<file path="src/rtl/reg_hold_arb_pkg.sv">
// Shared types and helpers for the multi-channel holding-register arbiter.
package reg_hold_arb_pkg;

  typedef enum logic {
    IDLE,
    ACTIVE
  } state_e;

  typedef struct packed {
    logic we;
    logic re;
    logic regwen;
  } txn_t;

  function automatic int unsigned idx_width(input int unsigned n);
    return (n > 1) ? unsigned'($clog2(n)) : 1;
  endfunction

endpackage

</file>
<file path="src/rtl/reg_hold_rr_pick.sv">
// Combinational round-robin pick: first pending channel strictly after the pointer.
module reg_hold_rr_pick #(
  parameter int unsigned NumRegs  = 4,
  parameter int unsigned IdxWidth = 2
) (
  input  logic [NumRegs-1:0]  i_pend,
  input  logic [IdxWidth-1:0] i_ptr,
  output logic                o_valid,
  output logic [IdxWidth-1:0] o_idx
);

  always_comb begin
    int unsigned w_c;
    logic [IdxWidth-1:0] w_ci;
    o_valid = 1'b0;
    o_idx   = '0;
    w_c     = 0;
    w_ci    = '0;
    for (int unsigned k = 1; k <= NumRegs; k++) begin
      w_c  = (32'(i_ptr) + k) % NumRegs;
      w_ci = IdxWidth'(w_c);
      if (!o_valid && i_pend[w_ci]) begin
        o_valid = 1'b1;
        o_idx   = w_ci;
      end
    end
  end

endmodule

</file>
<file path="src/rtl/reg_hold_arb.sv">
// Per-channel holding registers with busy tracking, serialised round-robin onto
// a single req/ack downstream register port with optional ack timeout.
module reg_hold_arb
  import reg_hold_arb_pkg::*;
#(
  parameter int unsigned                   NumRegs    = 4,
  parameter int unsigned                   DataWidth  = 32,
  parameter logic [NumRegs*DataWidth-1:0]  ResetVal   = '0,
  parameter logic [NumRegs*DataWidth-1:0]  BitMask    = '1,
  parameter int unsigned                   AckTimeout = 0,
  parameter int unsigned                   IdxWidth   = idx_width(NumRegs)
) (
  input  logic                           clk_i,
  input  logic                           rst_i,
  input  logic [NumRegs-1:0]             src_we_i,
  input  logic [NumRegs-1:0]             src_re_i,
  input  logic [NumRegs-1:0]             src_regwen_i,
  input  logic [NumRegs*DataWidth-1:0]   src_wd_i,
  output logic [NumRegs-1:0]             src_busy_o,
  output logic [NumRegs*DataWidth-1:0]   src_qs_o,
  output logic [NumRegs-1:0]             src_err_o,
  output logic                           dst_req_o,
  output logic [IdxWidth-1:0]            dst_idx_o,
  output logic                           dst_we_o,
  output logic                           dst_re_o,
  output logic                           dst_regwen_o,
  output logic [DataWidth-1:0]           dst_wd_o,
  input  logic                           dst_ack_i,
  input  logic [DataWidth-1:0]           dst_qs_i,
  input  logic [NumRegs-1:0]             dst_update_i,
  input  logic [NumRegs*DataWidth-1:0]   dst_ds_i
);

  localparam int unsigned CntWidth = idx_width(AckTimeout + 1);
  localparam logic [CntWidth-1:0] CntLast = CntWidth'(AckTimeout - 1);
  localparam logic [NumRegs-1:0][DataWidth-1:0] Mask = BitMask;
  localparam logic [NumRegs-1:0][DataWidth-1:0] RstQ = ResetVal;

  state_e                              r_state, w_state_n;
  logic [IdxWidth-1:0]                 r_idx, r_ptr, w_pick_idx;
  logic                                w_pick_valid;
  logic [NumRegs-1:0]                  w_req, w_cap;
  logic [NumRegs-1:0]                  r_busy, r_pend, r_err;
  txn_t [NumRegs-1:0]                  r_txn;
  logic [NumRegs-1:0][DataWidth-1:0]   r_src_q;
  logic [CntWidth-1:0]                 r_cnt;
  logic                                w_grant, w_done, w_abort;
  txn_t                                w_cur_txn;
  logic [DataWidth-1:0]                w_cur_q;

  // A request on a busy channel is dropped outright.
  assign w_req = src_we_i | src_re_i;
  assign w_cap = w_req & ~r_busy;

  reg_hold_rr_pick #(
    .NumRegs (NumRegs),
    .IdxWidth(IdxWidth)
  ) u_pick (
    .i_pend (r_pend),
    .i_ptr  (r_ptr),
    .o_valid(w_pick_valid),
    .o_idx  (w_pick_idx)
  );

  always_ff @(posedge clk_i or posedge rst_i) begin
    if (rst_i) r_state <= IDLE;
    else       r_state <= w_state_n;
  end

  always_comb begin
    w_state_n = r_state;
    w_grant   = 1'b0;
    w_done    = 1'b0;
    w_abort   = 1'b0;
    dst_req_o = 1'b0;
    w_cur_txn = '0;
    w_cur_q   = '0;
    case (r_state)
      IDLE: begin
        if (w_pick_valid) begin
          w_grant   = 1'b1;
          w_state_n = ACTIVE;
        end
      end
      ACTIVE: begin
        dst_req_o = 1'b1;
        w_cur_txn = r_txn[r_idx];
        w_cur_q   = r_src_q[r_idx];
        // Ack takes priority over a timeout expiring in the same cycle.
        if (dst_ack_i) begin
          w_done    = 1'b1;
          w_state_n = IDLE;
        end else if (AckTimeout != 0 && r_cnt == CntLast) begin
          w_abort   = 1'b1;
          w_state_n = IDLE;
        end
      end
      default: w_state_n = IDLE;
    endcase
  end

  assign dst_idx_o    = r_idx;
  assign dst_we_o     = w_cur_txn.we;
  assign dst_re_o     = w_cur_txn.re;
  assign dst_regwen_o = w_cur_txn.regwen;
  assign dst_wd_o     = w_cur_q;

  always_ff @(posedge clk_i or posedge rst_i) begin
    if (rst_i) begin
      r_src_q <= RstQ;
      r_txn   <= '0;
      r_busy  <= '0;
      r_pend  <= '0;
      r_err   <= '0;
      r_idx   <= '0;
      r_ptr   <= IdxWidth'(NumRegs - 1);
      r_cnt   <= '0;
    end else begin
      r_err <= '0;
      if (w_grant) begin
        r_idx <= w_pick_idx;
        r_ptr <= w_pick_idx;
        r_cnt <= '0;
      end else if (r_state == ACTIVE) begin
        r_cnt <= r_cnt + CntWidth'(1);
      end
      for (int unsigned i = 0; i < NumRegs; i++) begin
        if (w_cap[i]) begin
          r_src_q[i] <= src_wd_i[i*DataWidth +: DataWidth] & Mask[i];
          r_txn[i]   <= {src_we_i[i], src_re_i[i], src_regwen_i[i]};
          r_busy[i]  <= 1'b1;
          r_pend[i]  <= 1'b1;
        end else begin
          if (w_grant && w_pick_idx == IdxWidth'(i)) r_pend[i] <= 1'b0;
          if ((w_done || w_abort) && r_idx == IdxWidth'(i)) begin
            r_txn[i]  <= '0;
            r_busy[i] <= 1'b0;
          end
          // Ack data beats a same-cycle hardware update; updates skip busy channels.
          if (w_done && r_idx == IdxWidth'(i))
            r_src_q[i] <= dst_qs_i & Mask[i];
          else if (dst_update_i[i] && !r_busy[i])
            r_src_q[i] <= dst_ds_i[i*DataWidth +: DataWidth] & Mask[i];
          if (w_abort && r_idx == IdxWidth'(i)) r_err[i] <= 1'b1;
        end
      end
    end
  end

  assign src_busy_o = r_busy;
  assign src_qs_o   = r_src_q;
  assign src_err_o  = r_err;

  a_no_req_busy: assert property (@(posedge clk_i) disable iff (rst_i)
    (w_req & r_busy) == '0);
  a_ack_with_req: assert property (@(posedge clk_i) disable iff (rst_i)
    dst_ack_i |-> dst_req_o);
  a_dst_known: assert property (@(posedge clk_i) disable iff (rst_i)
    !$isunknown({dst_req_o, dst_idx_o, dst_we_o, dst_re_o, dst_regwen_o, dst_wd_o}));
  a_pend_busy: assert property (@(posedge clk_i) disable iff (rst_i)
    (r_pend & ~r_busy) == '0);
  a_active_one: assert property (@(posedge clk_i) disable iff (rst_i)
    (r_state == ACTIVE) |-> (r_busy[r_idx] && !r_pend[r_idx]));

endmodule

</file>
<file path="config.mk">
export PLATFORM = sky130hd
export DESIGN_NAME = reg_hold_arb
export DESIGN_NICKNAME = d
export VERILOG_FILES = /design/src/rtl/reg_hold_arb_pkg.sv /design/src/rtl/reg_hold_rr_pick.sv /design/src/rtl/reg_hold_arb.sv
export SDC_FILE = /design/constraint.sdc
export NUM_CORES = 1
export LEC_CHECK = 0
export CAP_MARGIN = 20
export CORE_ASPECT_RATIO = 0.6
export CORE_MARGIN = 2
export CORE_UTILIZATION = 30
export DETAILED_ROUTE_END_ITERATION = 8
export GPL_TIMING_DRIVEN = 0
export SYNTH_ARGS = -nofsm -noshare
export SYNTH_HDL_FRONTEND = slang
export SYNTH_SLANG_ARGS = --single-unit
</file>
<file path="constraint.sdc">
create_clock -name clk_i -period 5.6 [get_ports clk_i]
set_input_delay 1.12 -clock clk_i [delete_from_list [all_inputs] [get_ports clk_i]]
set_output_delay 1.12 -clock clk_i [all_outputs]
set_load 0.005 [all_outputs]
</file>
==> summary by stage <==
Final layout
The fraction of final layout cells with drive strength greater than 1 is between 10% and 20%. After the flow finishes, the layout carries non-filler instances totaling 1877. The final-stage net count is about 1800. The synthesis-to-finish area growth is 64.8%. Leaving out fill and tap cells, the most frequent cell in the layout is sky130_fd_sc_hd__clkdlybuf4s50_1. The library cells used most frequently in the layout, excluding fill and tap cells, are sky130_fd_sc_hd__clkdlybuf4s50_1 (475), sky130_fd_sc_hd__dfrtp_1 (151), sky130_fd_sc_hd__nand2_1 (103).

Route
The via count of the routed design is 11200. The final routed wirelength across all metal layers is just over 60000 um. The number of detailed-route iterations in the first pass is 8.

The detailed router finished its first iteration with 1277 violations. Dividing the detail-routed wire length by the instance count gives roughly 33 um. Using the TritonRoute via totals, the vias-per-cell ratio works out to 5.94. The post-route antenna net violation count is 0. The final routed DRC violation total is 0.

Synthesis
After synthesis the cells add up to 9200 sq um. The total of warnings raised by yosys is 0. The synthesized instance count is 945. After synthesis the netlist holds a flip-flop and latch count of between 150 and 200. The synthesized area divided by synthesized cell count is 9.74 sq um. The count of cell types in the netlist is 45. The register area share after synthesis is 41.6%.

Setup path
STA classifies the critical path endpoint as an output pin. The worst register-to-register path begins at src_busy_o[0]. Data on the critical path is required at its endpoint by 4.48 ns. The worst setup path is launched from a register. The category of the critical setup timing path is reg -> out.

The setup slack of the most critical reg-to-reg path is 3.24 ns. The highest net fanout along the worst path is 10. Data arrives at the worst endpoint at just over 3 ns. Measured in cells, the most critical reg-to-reg path has a length of 5. The worst register-to-register path ends at src_qs_o[30].

Global routing
Summed over all layers, the global routing overflow is 0. The number of antenna violations at the first check in global routing is 14. The number of global-route vias before repair is around 11000. The first global-routing pass estimated 83400 um of wire. The pin count of the biggest net entering global routing is 99.

The global routing usage summed across all routing layers is 37.3%.

Clock tree
The number of CTS-inserted buffers is 17. The number of setup buffers added after CTS is 0. The total of hold buffers inserted after clock tree synthesis is 0.

Clock tree synthesis found a total of 153 sinks. The clock passes through at most 2 buffers. The clock transition at the register clock pins on the worst setup and hold paths after CTS is 0.07 ns. Post-CTS repair changed the size of 0 cells.

The tree is rooted in a sky130_fd_sc_hd__clkbuf_16. The insertion delay to the later sink of the worst-skew pair is 0.46 ns. The H-tree was split into 4 levels.

TritonCTS built the clock tree.

Power and ir drop
Dividing total power by cell area gives a power density of ~560 nW/um^2. For this design the static power due to leakage is 5.82 nW. VDD sags by at most 0.268 mV.

The total power consumption of the routed design is 8.45 mW.

Placement
The number of instances in the placed design is 1832. Summed over all nets, the half-perimeter wirelength after detailed placement is between 40000 and 50000 um. The worst slack at placement is between 1.5 and 2 ns. The weighted congestion reported at the end of routability-driven placement is 0.905. The count of input and output buffers is 475.

Status
The run finished with clean final reports.

STA
The relative slew slack is 29.9%. Setup repair after global routing left no endpoint under its margin. The final worst-path cycle share is 74.6%. Timing would allow up to 239 MHz.

After layout, the worst setup slack is roughly 1.4 ns. The count of final setup violators is 0. The worst clock skew is between 0.007 and 0.008 ns. The final-layout setup total negative slack is 0 ns. The final-report hold violation count came to 0. The final number of max-transition violations is 0. The actual transition at the worst max-transition pin is around 1.1 ns. The clock period could shrink to 4.18 ns.

Die
The floorplan die height is about 140 um. The number of placement rows is 49. In this run the horizontal extent of the chip is 230 um.

The die covers roughly 32000 sq um. The core region is 30000 sq um. 481 I/O pins were placed. The initial utilization of the core area, before any placement, comes to 30.6%.

Run
The count of max-cap constraint violations is 0.

Worst hold path
The startpoint identified for the worst hold timing path is r_txn[1]. The cell count of the worst hold path is 2. For hold timing, the worst endpoint is r_txn[1].

The tightest min-delay check is of the reg -> reg type.
[cell families (layout without fill, tap and decap cells)]
logic type	Yosys count	in the layout	synth area share [%]
multiplexers	38	38	8.92
AO/OA/AOI/OAI	284	284	23.7
other	1	17	0.0408
flip-flops	153	153	41.6
buffers and inverters	109	617	6.36
AND/OR/NAND/NOR	360	360	19.3
[metrics by stage]
stage	hold slack [ns]	area [sq um]	utilization (%)
final	0.491	15200	50.5
after global placement	0.462	14500	48.2
after floorplan	0.445	9210	-
after CTS	0.483	15100	50.3
after detailed placement	0.468	14500	48.3
after global routing	0.502	15200	50.4
[routing by layer]
| layer | track usage (%) | vias to the layer above | wire length, um |
|---|---|---|---|
| met2 | 55.6 | 827 | 26900 |
| met1 | 49.7 | 5601 | 25000 |
| li1 | - | 4590 | - |
| met4 | 15.4 | 4 | 2380 |
| met3 | 12.2 | 132 | 6730 |
| met5 | 0 | - | 27 |
[critical path, cell delays in order (launching register included)]
cell	delay [ns]
sky130_fd_sc_hd__dfrtp_1	0.39
sky130_fd_sc_hd__buf_6	0.17
sky130_fd_sc_hd__clkbuf_1	0.63
sky130_fd_sc_hd__clkbuf_1	0.62
sky130_fd_sc_hd__and2_1	0.22
sky130_fd_sc_hd__clkdlybuf4s50_1	0.55
[report_power, final]
group / switching (mW) / internal (mW)
clock: 0.542 / 0.736
sequential: 0.614 / 1.66
combinational: 2.29 / 2.62
[registers in the layout, summed over array words and instances, names as in the netlist]
| signal | count |
|---|---|
| dst_idx_o | 2 |
| src_busy_o | 4 |
| r_state | 1 |
| src_qs_o | 128 |
| r_pend | 4 |
| r_ptr | 2 |
| r_txn | 12 |
[how the worst max path moves through the flow]
stage / slack, ns / startpoint / end / cells past startpoint
after global placement: -2.40 / rst_i / src_qs_o[79] / 2
after floorplan: 0.36 / rst_i / dst_idx_o[0] / 1
after detailed placement: 1.93 / r_state / dst_wd_o[21] / 5
after CTS: 1.41 / r_state / dst_wd_o[21] / 5
final: 1.42 / r_state / dst_wd_o[21] / 5
after global routing: 1.31 / r_state / dst_wd_o[30] / 5
[cell type report]
class	instances	area, sq um
sequential	153	3830
tap	408	510
fill	2827	14900
clock buffer	21	470
inverter	9	41.3
clock inverter	11	144
antenna	13	32.5
timing repair buffer	476	4780
multi-input combinational	686	4790
buffer	100	552
[cells in the mapped netlist, drive strengths merged]
master     n  area share, %
o211ai     2           0.16
o211a      1           0.11
dfstp      2           0.57
or3b       1          0.095
a31oi      2           0.14
mux4      35            8.6
and4       1          0.095
o21ba      4           0.44
o21bai     4           0.33
and4b      2           0.22
and2      35            2.4
nand4      1           0.23
nand2    104            4.3
nor2      63            2.8
mux2i      1           0.11
o21ai     63            3.4
a41oi      2           0.19
nor3      58            3.4
nand4b     2           0.35
dfrtp    151             41
inv        9           0.37
a21oi     76            4.1
conb       1          0.041
nand4bb    1           0.12
clkbuf    28            1.1
nand2b     4           0.27
nor2b      6           0.41
o221a     53            6.5
mux2       2           0.24
buf       72            4.9
or2        2           0.14
nand3     79            4.3
a221o     75            8.2
a21o       2           0.16
and4bb     1           0.14
Note: power is estimated with default switching activity, not from simulation.
